File: config.mk
export PLATFORM = sky130hd
export DESIGN_NAME = fetch_queue
export DESIGN_NICKNAME = d
export VERILOG_FILES = /design/src/rtl/fetch_queue.sv
export SDC_FILE = /design/constraint.sdc
export NUM_CORES = 1
export LEC_CHECK = 0
export BUFFER_PORTS_ARGS = -buffer_cell sky130_fd_sc_hd__buf_2
export CAP_MARGIN = 25
export CORE_AREA = 4 4 174 210
export CTS_CLUSTER_DIAMETER = 200
export DETAILED_ROUTE_END_ITERATION = 16
export DIE_AREA = 0 0 178 214
export PLACE_DENSITY = 0.47
export SYNTH_ARGS = -nofsm -noshare
export SYNTH_HDL_FRONTEND = slang
export SYNTH_SLANG_ARGS = --single-unit
File: constraint.sdc
create_clock -name clk -period 2.76 [get_ports clk]
set_input_delay 0.276 -clock clk [delete_from_list [all_inputs] [get_ports clk]]
set_output_delay 0.276 -clock clk [all_outputs]
set_load 0.01 [all_outputs]
File: src/rtl/fetch_queue.sv
// Fetch-to-decode instruction queue: circular FIFO of {pc, instr} pairs with flush.
// Optional empty-queue pass-through is enabled by defining FETCHQ_BYPASS_EN.
module fetch_queue #(
  parameter int DEPTH   = 4,
  parameter int PC_W    = 32,
  parameter int INSTR_W = 32
) (
  input  logic                     clk,
  input  logic                     rst,
  input  logic                     flush,
  input  logic                     push_valid,
  output logic                     push_ready,
  input  logic [PC_W-1:0]          push_pc,
  input  logic [INSTR_W-1:0]       push_instr,
  output logic                     pop_valid,
  input  logic                     pop_ready,
  output logic [PC_W-1:0]          pop_pc,
  output logic [INSTR_W-1:0]       pop_instr,
  output logic [$clog2(DEPTH):0]   count
);

  localparam int PTR_W = $clog2(DEPTH);
  localparam int CNT_W = PTR_W + 1;
  localparam logic [CNT_W-1:0]   FULL = CNT_W'(DEPTH);
  localparam logic [INSTR_W-1:0] NOP  = INSTR_W'(32'h0000_0013);

  logic [PC_W-1:0]    mem_pc    [DEPTH];
  logic [INSTR_W-1:0] mem_instr [DEPTH];
  logic [PTR_W-1:0]   rd_ptr;
  logic [PTR_W-1:0]   wr_ptr;
  logic               stored_valid;
  logic               bypass;
  logic               push_fire;
  logic               pop_fire;
  logic               wr_en;
  logic               rd_en;

  // Handshake: a transfer happens on a rising edge where valid & ready are both
  // high; ready never depends on the partner's valid, and push_ready is derived
  // from registered occupancy only, so a pop cannot free a slot for the same cycle.
  assign push_ready   = (count != FULL);
  assign stored_valid = (count != '0);

`ifdef FETCHQ_BYPASS_EN
  assign bypass = !stored_valid && push_valid && !flush;
`else
  assign bypass = 1'b0;
`endif

  always_comb begin
    pop_valid = stored_valid | bypass;
    pop_pc    = '0;
    pop_instr = NOP;
    if (bypass) begin
      pop_pc    = push_pc;
      pop_instr = push_instr;
    end else if (stored_valid) begin
      pop_pc    = mem_pc[rd_ptr];
      pop_instr = mem_instr[rd_ptr];
    end
  end

  assign push_fire = push_valid & push_ready;
  assign pop_fire  = pop_valid & pop_ready;
  // A bypassed entry consumed in the same cycle never touches storage.
  assign wr_en     = push_fire & ~flush & ~(bypass & pop_ready);
  assign rd_en     = pop_fire & stored_valid & ~flush;

  always_ff @(posedge clk or posedge rst) begin
    if (rst) begin
      rd_ptr <= '0;
      wr_ptr <= '0;
      count  <= '0;
    end else if (flush) begin
      rd_ptr <= '0;
      wr_ptr <= '0;
      count  <= '0;
    end else begin
      if (wr_en) wr_ptr <= wr_ptr + PTR_W'(1);
      if (rd_en) rd_ptr <= rd_ptr + PTR_W'(1);
      case ({wr_en, rd_en})
        2'b10:   count <= count + CNT_W'(1);
        2'b01:   count <= count - CNT_W'(1);
        default: count <= count;
      endcase
    end
  end

  always_ff @(posedge clk) begin
    if (wr_en) begin
      mem_pc[wr_ptr]    <= push_pc;
      mem_instr[wr_ptr] <= push_instr;
    end
  end

endmodule

==> out/summary.json, run 1 <==
{
  "via_count_of_the_first_global_routing_pass": 5805,
  "reg2reg_slack_ns": 0.39,
  "area_growth_syn_to_layout_pct": 26.87,
  "dpl.hpwl_um": 12890,
  "worst_slack_ns": 0.2572,
  "h-tree-depth": 1,
  "io_buffer_count": 137,
  "setup_repair_after_global_routing_missed_its_margin": "no",
  "syn-instance-count": 471,
  "worst_setup_path_start_kind": "flop",
  "finalSetupViolations": 0,
  "synth_fp_nets": 545,
  "post_synth_main_area_contributors": "sky130_fd_sc_hd__edfxtp_1, sky130_fd_sc_hd__mux4_2, sky130_fd_sc_hd__and2_1",
  "status": "completed",
  "crit_cells": 4,
  "static-leakage-power_nw": 4.417,
  "grt_overflow_total": 0,
  "finish.cell_count_without_fillers": 1168,
  "first_pass_iters": 4,
  "critical_path.slowest_cell": "sky130_fd_sc_hd__dfrtp_4",
  "worst_skew_pair.late_latency_ns": 0.52,
  "floorplan.initialDensity": 0.2947,
  "most_frequent_cell_after_synthesis": "sky130_fd_sc_hd__edfxtp_1",
  "filler_cell_count": 3203,
  "clk_pin_slew_worst_paths_ns": 0.06,
  "core_area_mm2": 0.03463,
  "timing.max_slew.rel_slack": 0.5983,
  "final_core_utilization": 0.3739,
  "reg2reg_depth": 5,
  "grt_start_max_net_pins": 63,
  "totalNegativeSetupSlack_ns": 0,
  "dominantRegCellSynth": "sky130_fd_sc_hd__edfxtp_1",
  "num_vias": 5178,
  "max_cap_viol_count": 0,
  "grt_usage": 0.1132,
  "timing.final.crit_share": 0.9068,
  "category_of_cells_accounting_for_the_largest_share_of_critical_path_delay": "flip-flops",
  "synth_area_per_cell_um2": 21.67,
  "hold_viol_final": 0,
  "worst_hold_path_type": "in -> reg",
  "crit_type": "reg -> out",
  "rows": 75,
  "cts.sink_count": 263,
  "place.detailed.instances": 1057,
  "avgViaCountPerCell": 4.433,
  "bufs_on_longest_clock_path": 3,
  "synth_cell_types": 33,
  "tritoncts.num_buffers": 26,
  "drc": 0,
  "yosys.area.top_type_share": 0.7532,
  "most_area_hungry_cell_type_in_the_yosys_netlist": "sky130_fd_sc_hd__edfxtp_1",
  "ys_warn_count": 0,
  "critPathRequiredTime_ns": 2.48,
  "max-vdd-ir-drop_mv": 0.2915,
  "floorplan.io_pins": 138,
  "grt_first_pass_wirelength_um": 33590,
  "finalMaxSlewViolations": 0,
  "rr_endpoint": "count[2]",
  "endpoint_type_of_the_worst_setup_path": "output port",
  "crit_start": "rd_ptr[1]",
  "max_clock_freq_mhz": 399.6,
  "detailedRoute.firstIterationViolations": 324,
  "critical-path-max-stage-delay_ns": 0.63,
  "diodes": 0,
  "fin_nets": 762,
  "die_x_um": 178,
  "yosys_register_bits": 263,
  "asyncSetResetFlopFracSynth": 0.02662,
  "antenna_left": 0,
  "synth.yosys.seq_area_share": 0.7704,
  "area_of_the_die_mm2": 0.03809,
  "mappedNetlistArea_mm2": 0.01021,
  "worst_clock_skew_ns": 0.01514,
  "die_height_um": 214,
  "clockRootBuffer": "sky130_fd_sc_hd__clkbuf_16",
  "tritoncts_clock_tree": "yes",
  "worst_setup_path_endpoint": "pop_instr[10]",
  "placement.setup.worst_slack_ns": 0.4209,
  "number_of_synthesized_flops_with_an_enable_pin": 256,
  "layout-drive-gt1-share": 0.3626,
  "post-cts-setup-buffer-count": 0,
  "grt_antenna_before_repair": 0,
  "critPathBufInv": 2,
  "timing.rr.start": "count[1]",
  "final.min_clock_period_ns": 2.503,
  "postRouteWirelength_um": 21480,
  "crit_chain": "buf_4 > mux4_2 > and2_1 > buf_2",
  "power_density_mw_per_mm2": 671.7,
  "crit_fanout": 17,
  "worst_endpoint_data_arrival_time_ns": 2.23,
  "tightest_slew_ns": 0.6026,
  "gpl.final_weighted_congestion": 0.6849,
  "synth.cells.most_frequent": "sky130_fd_sc_hd__edfxtp_1, sky130_fd_sc_hd__and2_1, sky130_fd_sc_hd__mux4_2",
  "wl_per_cell_um": 18.39
}
[where the power goes]
part           internal, mW  total, mW  leakage (nW)  switching (mW)
clock                  1.77       3.14         0.372            1.36
sequential             4.50       4.54          2.42          0.0411
combinational         0.507       1.02          1.63           0.512
total                  6.78       8.70          4.42            1.92
[area by class of cell]
| type | instances | area, µm² | area share |
|---|---|---|---|
| sequential | 263 | 7870 | 0.6078 |
| clock buffer | 34 | 701.9 | 0.05421 |
| timing repair buffer | 215 | 1534 | 0.1185 |
| multi-input combinational | 174 | 2181 | 0.1684 |
| clock inverter | 12 | 51.30 | 0.003962 |
| tap | 462 | 578.1 | 0.04464 |
| inverter | 8 | 32.53 | 0.002512 |
[stage by stage]
stage                     area, µm²  power (mW)  hold WS [ns]
after floorplan               10210       5.210       0.07940
after global placement        11540       5.584        0.2169
after detailed placement      11540       5.612        0.2243
after CTS                     12940       8.865       0.01596
after global routing          12950       9.122       0.04168
final                         12950       8.698       0.05203
[metal layers]
metal / wire length, µm / track usage
met2: 11080 / 0.1980
met1: 8892 / 0.1440
met4: 323 / 0.02373
met3: 1187 / 0.02524
met5: 0 / 0
[cells by family (layout without fill, tap and decap cells)]
logic type | Yosys count | count (layout) | synth area share
adders and majority gates | 5 | 5 | 0.006866
and+or+nand+nor | 87 | 87 | 0.05100
muxes | 65 | 65 | 0.1423
buffers and inverters | 34 | 269 | 0.01741
DFF | 263 | 263 | 0.7704
AOI/OAI and AO/OA | 14 | 14 | 0.009441
xor gates and xnor gates | 3 | 3 | 0.002575
[registers in the layout (all words and copies together), names as in the netlist]
name / flops
mem_instr: 128
count: 3
rd_ptr: 2
mem_pc: 128
wr_ptr: 2
[worst min-delay path by stage]
| stage | start | endpoint | cells past startpoint |
|---|---|---|---|
| finish | flush | rd_ptr[0] | 2 |
| CTS | flush | rd_ptr[0] | 2 |
| global route | flush | wr_ptr[1] | 2 |
| detailed placement | rst | count[0] | 2 |
| floorplan | rst | count[0] | 1 |
| global placement | rst | count[0] | 2 |
[cells in the final DEF (no fill, tap or decap), types with 2 or more instances in the layout]
cell type and instances:
sky130_fd_sc_hd__a21oi_1 3, sky130_fd_sc_hd__and2_1 61, sky130_fd_sc_hd__and2_4 4, sky130_fd_sc_hd__buf_12 8
sky130_fd_sc_hd__buf_2 137, sky130_fd_sc_hd__buf_4 5, sky130_fd_sc_hd__clkbuf_1 7, sky130_fd_sc_hd__clkbuf_16 27
sky130_fd_sc_hd__clkinv_1 7, sky130_fd_sc_hd__clkinv_2 5, sky130_fd_sc_hd__dfrtp_1 5, sky130_fd_sc_hd__dfrtp_4 2
sky130_fd_sc_hd__dlygate4sd3_1 65, sky130_fd_sc_hd__edfxtp_1 256, sky130_fd_sc_hd__ha_1 4, sky130_fd_sc_hd__inv_1 7
sky130_fd_sc_hd__mux4_2 64, sky130_fd_sc_hd__nand2_1 2, sky130_fd_sc_hd__nand2b_1 2, sky130_fd_sc_hd__nand3_1 4
sky130_fd_sc_hd__nor2_1 5, sky130_fd_sc_hd__nor3_1 2, sky130_fd_sc_hd__o2111ai_1 2, sky130_fd_sc_hd__o21ai_0 2
sky130_fd_sc_hd__or2_1 3, sky130_fd_sc_hd__xor2_1 2
[repair_timing]
action | 4_1_cts | 5_1_grt
hold buffers | 65 | 0
endpoints found under the setup margin | 61 | 62
endpoints found under the hold margin | 263 | 0
gates resized for setup | 1 | 1
No activity file was read; power rests on OpenSTA's default activity.
==> inputs of run 2 (changes only) <==
--- a/config.mk
+++ b/config.mk
@@ -7,10 +7,10 @@
 export LEC_CHECK = 0
 export BUFFER_PORTS_ARGS = -buffer_cell sky130_fd_sc_hd__buf_2
 export CAP_MARGIN = 25
-export CORE_AREA = 4 4 174 210
+export CORE_AREA = 4 4 190 192
 export CTS_CLUSTER_DIAMETER = 200
 export DETAILED_ROUTE_END_ITERATION = 16
-export DIE_AREA = 0 0 178 214
+export DIE_AREA = 0 0 194 196
 export PLACE_DENSITY = 0.47
 export SYNTH_ARGS = -nofsm -noshare
 export SYNTH_HDL_FRONTEND = slang
==> out/summary.json, run 2 (synthesized netlist as in run 1, its figures left out) <==
{
  "clockRootBuffer": "sky130_fd_sc_hd__clkbuf_16",
  "grt_usage": {"value": 0.1145, "change": "+0.001364"},
  "static-leakage-power": {"value": 4.524, "unit": "nW", "change": "+2.4%"},
  "worst_hold_path_type": "in -> reg",
  "sequentialPowerShare": {"value": 0.498, "change": "-0.024"},
  "grt_antenna_before_repair": {"value": 2, "change": "+2"},
  "hold_viol_final": {"value": 0, "change": "unchanged"},
  "die_height": {"value": 196, "unit": "µm", "change": "-8.4%"},
  "setup_repair_after_global_routing_missed_its_margin": "no",
  "worst_skew_pair.late_latency": {"value": 0.54, "unit": "ns", "change": "+0.02 ns"},
  "crit_chain": "buf_12 > mux4_2 > and2_1 > buf_2",
  "max_cap_viol_count": {"value": 0, "change": "unchanged"},
  "status": "completed",
  "avgViaCountPerCell": {"value": 4.423, "change": "-0.22%"},
  "multi_input_comb_area": {"value": 0.002176, "unit": "mm²", "change": "-0.23%"},
  "detailedRoute.firstIterationViolations": {"value": 164, "change": "-49%"},
  "num_vias": {"value": 5233, "change": "+1.1%"},
  "clk_pin_slew_worst_paths": {"value": 0.06, "unit": "ns", "change": "about the same"},
  "area_of_the_die": {"value": 0.03802, "unit": "mm²", "change": "-0.18%"},
  "area_growth_syn_to_layout_pct": 28.94,
  "crit_type": "reg -> out",
  "post-cts-setup-buffer-count": {"value": 0, "change": "unchanged"},
  "finalMaxSlewViolations": {"value": 0, "change": "unchanged"},
  "power_density": {"value": 693.8, "unit": "mW/mm²", "change": "+3.3%"},
  "tritoncts_clock_tree": "yes",
  "whs_path_depth": {"value": 3, "change": "+1"},
  "sequential_cell_area": {"value": 0.007870, "unit": "mm²", "change": "unchanged"},
  "grt_first_pass_wirelength": {"value": 34090, "unit": "µm", "change": "+1.5%"},
  "cts.sink_count": {"value": 263, "change": "unchanged"},
  "timing.final.crit_share": {"value": 0.9443, "change": "+0.03746"},
  "via_count_of_the_first_global_routing_pass": {"value": 5832, "change": "+0.47%"},
  "clock_power_share": {"value": 0.387, "change": "+0.026"},
  "totalPowerFinal": {"value": 9.131, "unit": "mW", "change": "+5.0%"},
  "internal_power": {"value": 7.065, "unit": "mW", "change": "+4.2%"},
  "antenna_left": {"value": 0, "change": "unchanged"},
  "grt_start_max_net_pins": {"value": 40, "change": "-37%"},
  "worst_setup_path_start_kind": "flop",
  "final.min_clock_period": {"value": 2.606, "unit": "ns", "change": "+0.1034 ns"},
  "switching_share": {"value": 0.2263, "change": "+0.005766"},
  "critical-path-max-stage-delay": {"value": 0.57, "unit": "ns", "change": "-0.06 ns"},
  "fin_nets": {"value": 777, "change": "+2.0%"},
  "reg2reg_depth": {"value": 5, "change": "unchanged"},
  "bufs_on_longest_clock_path": {"value": 3, "change": "unchanged"},
  "layout_commonest_cell": "sky130_fd_sc_hd__edfxtp_1",
  "max_clock_freq": {"value": 383.7, "unit": "MHz", "change": "-4.0%"},
  "tritoncts.num_buffers": {"value": 30, "change": "+15%"},
  "wl_per_cell": {"value": 18.83, "unit": "µm", "change": "+2.4%"},
  "worst_clock_skew": {"value": 0.01173, "unit": "ns", "change": "-0.003414 ns"},
  "grt_overflow_total": {"value": 0, "change": "unchanged"},
  "reported_net_switching_power": {"value": 2.066, "unit": "mW", "change": "+7.7%"},
  "worst_endpoint_data_arrival_time": {"value": 2.33, "unit": "ns", "change": "+0.10 ns"},
  "io_buffer_count": {"value": 137, "change": "unchanged"},
  "endpoint_type_of_the_worst_setup_path": "output port",
  "rows": {"value": 68, "change": "-9.3%"},
  "floorplan.initialDensity": {"value": 0.2969, "change": "+0.002178"},
  "drc": {"value": 0, "change": "unchanged"},
  "h-tree-depth": {"value": 1, "change": "unchanged"},
  "crit_fanout": {"value": 33, "change": "+16"},
  "critical_path.slowest_cell": "sky130_fd_sc_hd__dfrtp_4",
  "tightest_slew": {"value": 0.4811, "unit": "ns", "change": "-0.1215 ns"},
  "timing.max_slew.rel_slack": {"value": 0.6793, "change": "+0.08097"},
  "reg.largest.list": "mem_instr (128), mem_pc (128), count (3)",
  "max-vdd-ir-drop": {"value": 0.4083, "unit": "mV", "change": "+40%"},
  "filler_cell_count": {"value": 3199, "change": "-0.12%"},
  "crit_cells": {"value": 4, "change": "unchanged"},
  "postRouteWirelength": {"value": 22280, "unit": "µm", "change": "+3.7%"},
  "dpl.hpwl": {"value": 13830, "unit": "µm", "change": "+7.3%"},
  "layout-drive-gt1-share": {"value": 0.3760, "change": "+0.01343"},
  "core_area": {"value": 0.03437, "unit": "mm²", "change": "-0.73%"},
  "totalNegativeSetupSlack": {"value": 0, "unit": "ns", "change": "unchanged"},
  "gpl.final_weighted_congestion": {"value": 0.7528, "change": "+9.9%"},
  "floorplan.io_pins": {"value": 138, "change": "unchanged"},
  "die_x": {"value": 194, "unit": "µm", "change": "+9.0%"},
  "category_of_cells_accounting_for_the_largest_share_of_critical_path_delay": "flip-flops",
  "first_pass_iters": {"value": 4, "change": "unchanged"},
  "finalSetupViolations": {"value": 0, "change": "unchanged"},
  "share_comb_of_total_power": {"value": 0.115, "change": "-0.002"},
  "critPathBufInv": {"value": 2, "change": "unchanged"},
  "mostFrequentLayoutCells": "sky130_fd_sc_hd__edfxtp_1, sky130_fd_sc_hd__buf_2, sky130_fd_sc_hd__dlygate4sd3_1, sky130_fd_sc_hd__mux4_2, sky130_fd_sc_hd__and2_1",
  "critPathRequiredTime": {"value": 2.48, "unit": "ns", "change": "about the same"}
}
run 2: changes by cell type in the layout (fill, tap and decap cells not counted):
cell,before,now
sky130_fd_sc_hd__clkinv_1,7,8
sky130_fd_sc_hd__nor3_1,2,3
sky130_fd_sc_hd__clkinv_4,0,1
sky130_fd_sc_hd__inv_2,0,1
sky130_fd_sc_hd__dlygate4sd3_1,65,66
sky130_fd_sc_hd__diode_2,0,2
sky130_fd_sc_hd__inv_4,1,0
sky130_fd_sc_hd__clkinvlp_4,0,4
sky130_fd_sc_hd__clkbuf_16,27,31
sky130_fd_sc_hd__buf_4,5,15
sky130_fd_sc_hd__nor3_2,1,0
sky130_fd_sc_hd__clkinv_2,5,4
run 2: tightest hold or removal path, delay by kind of cell:
kind	cells	cell delay [ns]
buffers and inverters	1	0.17
AND/OR/NAND/NOR	1	0.08
AO/OA/AOI/OAI	1	0.06
run 2: per-layer routing:
metal  vias to the layer above  wire [µm]  track usage
li1                       2387          -            -
met2                       121      11230       0.1996
met3                        36       1126      0.02404
met4                         0        385      0.02630
met5                         -          0            0
met1                      2689       9533       0.1482
run 2: layout make-up:
type,instances,area share
sequential,263,0.5980
antenna,2,0.0003803
clock buffer,38,0.06094
clock inverter,17,0.006750
multi-input combinational,174,0.1653
tap,455,0.04326
timing repair buffer,226,0.1230
inverter,8,0.002282
run 2: worst paths after layout:
| check | end | slack, ns | from |
|---|---|---|---|
| worst max-delay path | pop_instr[8] | 0.15 | rd_ptr[0] |
| worst min-delay path | wr_ptr[1] | 0.09 | push_valid |
| worst max register to register | count[2] | 0.53 | count[0] |
| worst min register to register | wr_ptr[1] | 0.61 | wr_ptr[1] |
| max in group asynchronous | rd_ptr[1] | 2.28 | rst |
| min in group asynchronous | rd_ptr[0] | 0.21 | rst |
run 2: timing repair:
item                      4_1_cts  5_1_grt
hold buffers                   66        0
resized for setup               0        0
hold endpoints to repair      267        0
run 2: metrics by stage:
stage | util | std cells | hold slack [ns] | setup WS [ns] | area [µm²]
finish | 0.3829 | 1183 | 0.08732 | 0.1538 | 13160
global route | 0.3829 | 1183 | 0.1015 | 0.01301 | 13160
detailed placement | 0.3376 | 1060 | 0.2382 | 0.4853 | 11600
floorplan | - | 471 | 0.07940 | 0.5175 | 10210
CTS | 0.3827 | 1181 | 0.04356 | 0.06900 | 13160
global placement | 0.3376 | 1060 | 0.2198 | 0.5420 | 11600
run 2: power groups by stage:
stage	combinational (mW)	clock [mW]	sequential (mW)
after global placement	0.997	0	4.63
after detailed placement	1.01	0	4.64
final	1.05	3.53	4.55
after CTS	1.09	3.66	4.55
after global routing	1.16	3.83	4.56
after floorplan	0.604	0	4.61
==> inputs of run 3 (changes only) <==
--- a/config.mk
+++ b/config.mk
@@ -8,7 +8,6 @@
 export BUFFER_PORTS_ARGS = -buffer_cell sky130_fd_sc_hd__buf_2
 export CAP_MARGIN = 25
 export CORE_AREA = 4 4 190 192
-export CTS_CLUSTER_DIAMETER = 200
 export DETAILED_ROUTE_END_ITERATION = 16
 export DIE_AREA = 0 0 194 196
 export PLACE_DENSITY = 0.47
==> constraint.sdc (replaced) <==
create_clock -name clk -period 2.76 [get_ports clk]
set_input_delay 0.414 -clock clk [delete_from_list [all_inputs] [get_ports clk]]
set_output_delay 0.414 -clock clk [all_outputs]
set_load 0.01 [all_outputs]
==> out/summary.json, run 3 (synthesized netlist as in run 1, its figures left out) <==
{
  "status": "completed",
  "critPathBufInv": {"value": 2, "change": "unchanged"},
  "placement.setup.worst_slack": {"value": 0.4944, "unit": "ns", "change": "+0.009074 ns"},
  "reg2reg_slack": {"value": 0.51, "unit": "ns", "change": "-0.02 ns"},
  "grt_usage": {"value": 0.1182, "change": "+0.003668"},
  "antenna_left": {"value": 0, "change": "unchanged"},
  "dpl.hpwl": {"value": 13970, "unit": "µm", "change": "+1.0%"},
  "max-vdd-ir-drop": {"value": 0.4750, "unit": "mV", "change": "+16%"},
  "worst_endpoint_data_arrival_time": {"value": 2.20, "unit": "ns", "change": "-0.13 ns"},
  "worstHoldEndpoint": "mem_pc[1][1]",
  "via_count_of_the_first_global_routing_pass": {"value": 5643, "change": "-3.2%"},
  "cts.sink_count": {"value": 263, "change": "unchanged"},
  "worst_skew_pair.late_latency": {"value": 0.53, "unit": "ns", "change": "about the same"},
  "first_pass_iters": {"value": 5, "change": "+1"},
  "grt_antenna_before_repair": {"value": 4, "change": "+2"},
  "multi_input_comb_area": {"value": 0.002181, "unit": "mm²", "change": "+0.23%"},
  "crit_cells": {"value": 4, "change": "unchanged"},
  "max_clock_freq": {"value": 382.0, "unit": "MHz", "change": "-0.43%"},
  "detailedRoute.firstIterationViolations": {"value": 294, "change": "+79%"},
  "setup_repair_after_global_routing_missed_its_margin": "no",
  "final.min_clock_period": {"value": 2.618, "unit": "ns", "change": "+0.01135 ns"},
  "worst_hold_path_type": "in -> reg",
  "avgViaCountPerCell": {"value": 4.523, "change": "+2.2%"},
  "finalMaxSlewViolations": {"value": 0, "change": "unchanged"},
  "gpl.final_weighted_congestion": {"value": 0.7381, "change": "-2.0%"},
  "grt_overflow_total": {"value": 0, "change": "unchanged"},
  "grt_start_max_net_pins": {"value": 28, "change": "-30%"},
  "grt_first_pass_wirelength": {"value": 34690, "unit": "µm", "change": "+1.8%"},
  "wl_per_cell": {"value": 20.58, "unit": "µm", "change": "+9.3%"},
  "worst_setup_path_start_kind": "flop",
  "die_x": {"value": 194, "unit": "µm", "change": "unchanged"},
  "worst_slack": {"value": 0.1424, "unit": "ns", "change": "-0.01135 ns"},
  "sequential_cell_area": {"value": 0.007870, "unit": "mm²", "change": "unchanged"},
  "timing.max_slew.rel_slack": {"value": 0.6711, "change": "-0.008151"},
  "hp-start": "push_pc[1]",
  "drc": {"value": 0, "change": "unchanged"},
  "die_height": {"value": 196, "unit": "µm", "change": "unchanged"},
  "num_vias": {"value": 5025, "change": "-4.0%"},
  "worst_clock_skew": {"value": 0.01228, "unit": "ns", "change": "+0.0005533 ns"},
  "clk_pin_slew_worst_paths": {"value": 0.06, "unit": "ns", "change": "about the same"},
  "floorplan.initialDensity": {"value": 0.2969, "change": "unchanged"},
  "rr_endpoint": "count[2]",
  "category_of_cells_accounting_for_the_largest_share_of_critical_path_delay": "flip-flops",
  "layout-drive-gt1-share": {"value": 0.4153, "change": "+0.03923"},
  "critical-path-max-stage-delay": {"value": 0.74, "unit": "ns", "change": "+0.17 ns"},
  "timing.final.crit_share": {"value": 0.9484, "change": "+0.004112"},
  "totalNegativeSetupSlack": {"value": 0, "unit": "ns", "change": "unchanged"},
  "area_of_the_die": {"value": 0.03802, "unit": "mm²", "change": "unchanged"},
  "post_place_cell_area": {"value": 0.01165, "unit": "mm²", "change": "+0.39%"},
  "area_growth_syn_to_layout_pct": 23.26,
  "max_cap_viol_count": {"value": 0, "change": "unchanged"},
  "mostFrequentLayoutCells": "sky130_fd_sc_hd__edfxtp_1, sky130_fd_sc_hd__buf_2, sky130_fd_sc_hd__mux4_2, sky130_fd_sc_hd__and2_1, sky130_fd_sc_hd__clkbuf_16",
  "hold_viol_final": {"value": 0, "change": "unchanged"},
  "floorplan.io_pins": {"value": 138, "change": "unchanged"},
  "timing.rr.start": "count[0]",
  "rows": {"value": 68, "change": "unchanged"},
  "critPathRequiredTime": {"value": 2.35, "unit": "ns", "change": "-0.13 ns"},
  "crit_type": "reg -> out",
  "whs_path_depth": {"value": 1, "change": "-2"},
  "fin_nets": {"value": 710, "change": "-8.6%"},
  "tritoncts_clock_tree": "yes",
  "final_design_area_no_fill": {"value": 0.01258, "unit": "mm²", "change": "-4.4%"},
  "crit_fanout": {"value": 27, "change": "-18%"},
  "reg2reg_depth": {"value": 5, "change": "unchanged"},
  "layout_commonest_cell": "sky130_fd_sc_hd__edfxtp_1",
  "clockRootBuffer": "sky130_fd_sc_hd__clkbuf_16",
  "postRouteWirelength": {"value": 22870, "unit": "µm", "change": "+2.7%"},
  "static-leakage-power": {"value": 4.272, "unit": "nW", "change": "-5.6%"},
  "power_density": {"value": 726.8, "unit": "mW/mm²", "change": "+4.8%"},
  "tritoncts.num_buffers": {"value": 29, "change": "-3.3%"},
  "critical_path.slowest_cell": "sky130_fd_sc_hd__dfrtp_4",
  "endpoint_type_of_the_worst_setup_path": "output port",
  "reg.largest.list": "mem_instr (128), mem_pc (128), count (3)",
  "filler_cell_count": {"value": 3275, "change": "+2.4%"},
  "crit_chain": "buf_4 > mux4_2 > and2_1 > buf_2",
  "core_area": {"value": 0.03437, "unit": "mm²", "change": "unchanged"},
  "tightest_slew": {"value": 0.4934, "unit": "ns", "change": "+0.01223 ns"},
  "finalSetupViolations": {"value": 0, "change": "unchanged"},
  "h-tree-depth": {"value": 1, "change": "unchanged"},
  "bufs_on_longest_clock_path": {"value": 3, "change": "unchanged"},
  "io_buffer_count": {"value": 137, "change": "unchanged"}
}
==> run 3: cell count changes in the layout (fill, tap and decap cells not counted), sizes merged <==
cell and change:
clkinv -3, bufinv +2, diode -1, dlygate4sd3 -65, clkinvlp -2, clkbuf -3, inv +1, buf -1
==> run 3: repair_timing <==
action	in CTS	in global routing
hold endpoints to repair	7	0
hold buffers	1	0
setup endpoints to repair	39	40
resized for setup	1	1
pin swaps	0	0
buffers inserted	3	0
==> run 3: cell type report <==
type | instances | area share
inverters | 8 | 0.002586
well taps | 455 | 0.04526
clock buffers | 35 | 0.05948
diodes | 1 | 0.0001989
multi-input cells | 174 | 0.1734
flip-flops and latches | 263 | 0.6256
clock inverters | 15 | 0.01015
repair buffers | 160 | 0.08335
==> run 3: worst max path at each step <==
stage	startpoint	endpoint	slack [ns]
2_1_floorplan	push_valid	mem_instr[0][0]	0.45
4_1_cts	count[0]	pop_instr[5]	0.004
6_report	rd_ptr[1]	pop_pc[3]	0.14
5_1_grt	rd_ptr[1]	pop_instr[29]	0.01
3_5_place_dp	rd_ptr[0]	pop_pc[29]	0.49
3_3_place_gp	rd_ptr[0]	pop_pc[29]	0.48
==> run 3: through the flow <==
step / total power, mW / cells / util / hold slack (ns)
2_1_floorplan: 5.210 / 471 / - / 0.2174
3_5_place_dp: 5.679 / 1056 / 0.3389 / 0.3764
5_1_grt: 9.572 / 1110 / 0.3659 / 0.05755
3_3_place_gp: 5.651 / 1056 / 0.3389 / 0.3697
4_1_cts: 9.325 / 1110 / 0.3658 / 0.04717
6_report: 9.143 / 1111 / 0.3660 / 0.08714
==> run 3: routing by layer <==
layer / global-route usage / share of wire / vias up
met5: 0 / 0.0021 / -
met4: 0.02630 / 0.018 / 8
met3: 0.03108 / 0.059 / 48
met2: 0.2021 / 0.49 / 125
met1: 0.1527 / 0.43 / 2613
li1: - / - / 2231
==> run 3: power breakdown <==
| part | leakage [nW] | internal (mW) | total (mW) | switching [mW] |
|---|---|---|---|---|
| Combinational | 1.43 | 0.502 | 1.04 | 0.534 |
| Clock | 0.425 | 2.10 | 3.56 | 1.47 |
| Sequential | 2.42 | 4.50 | 4.54 | 0.0431 |
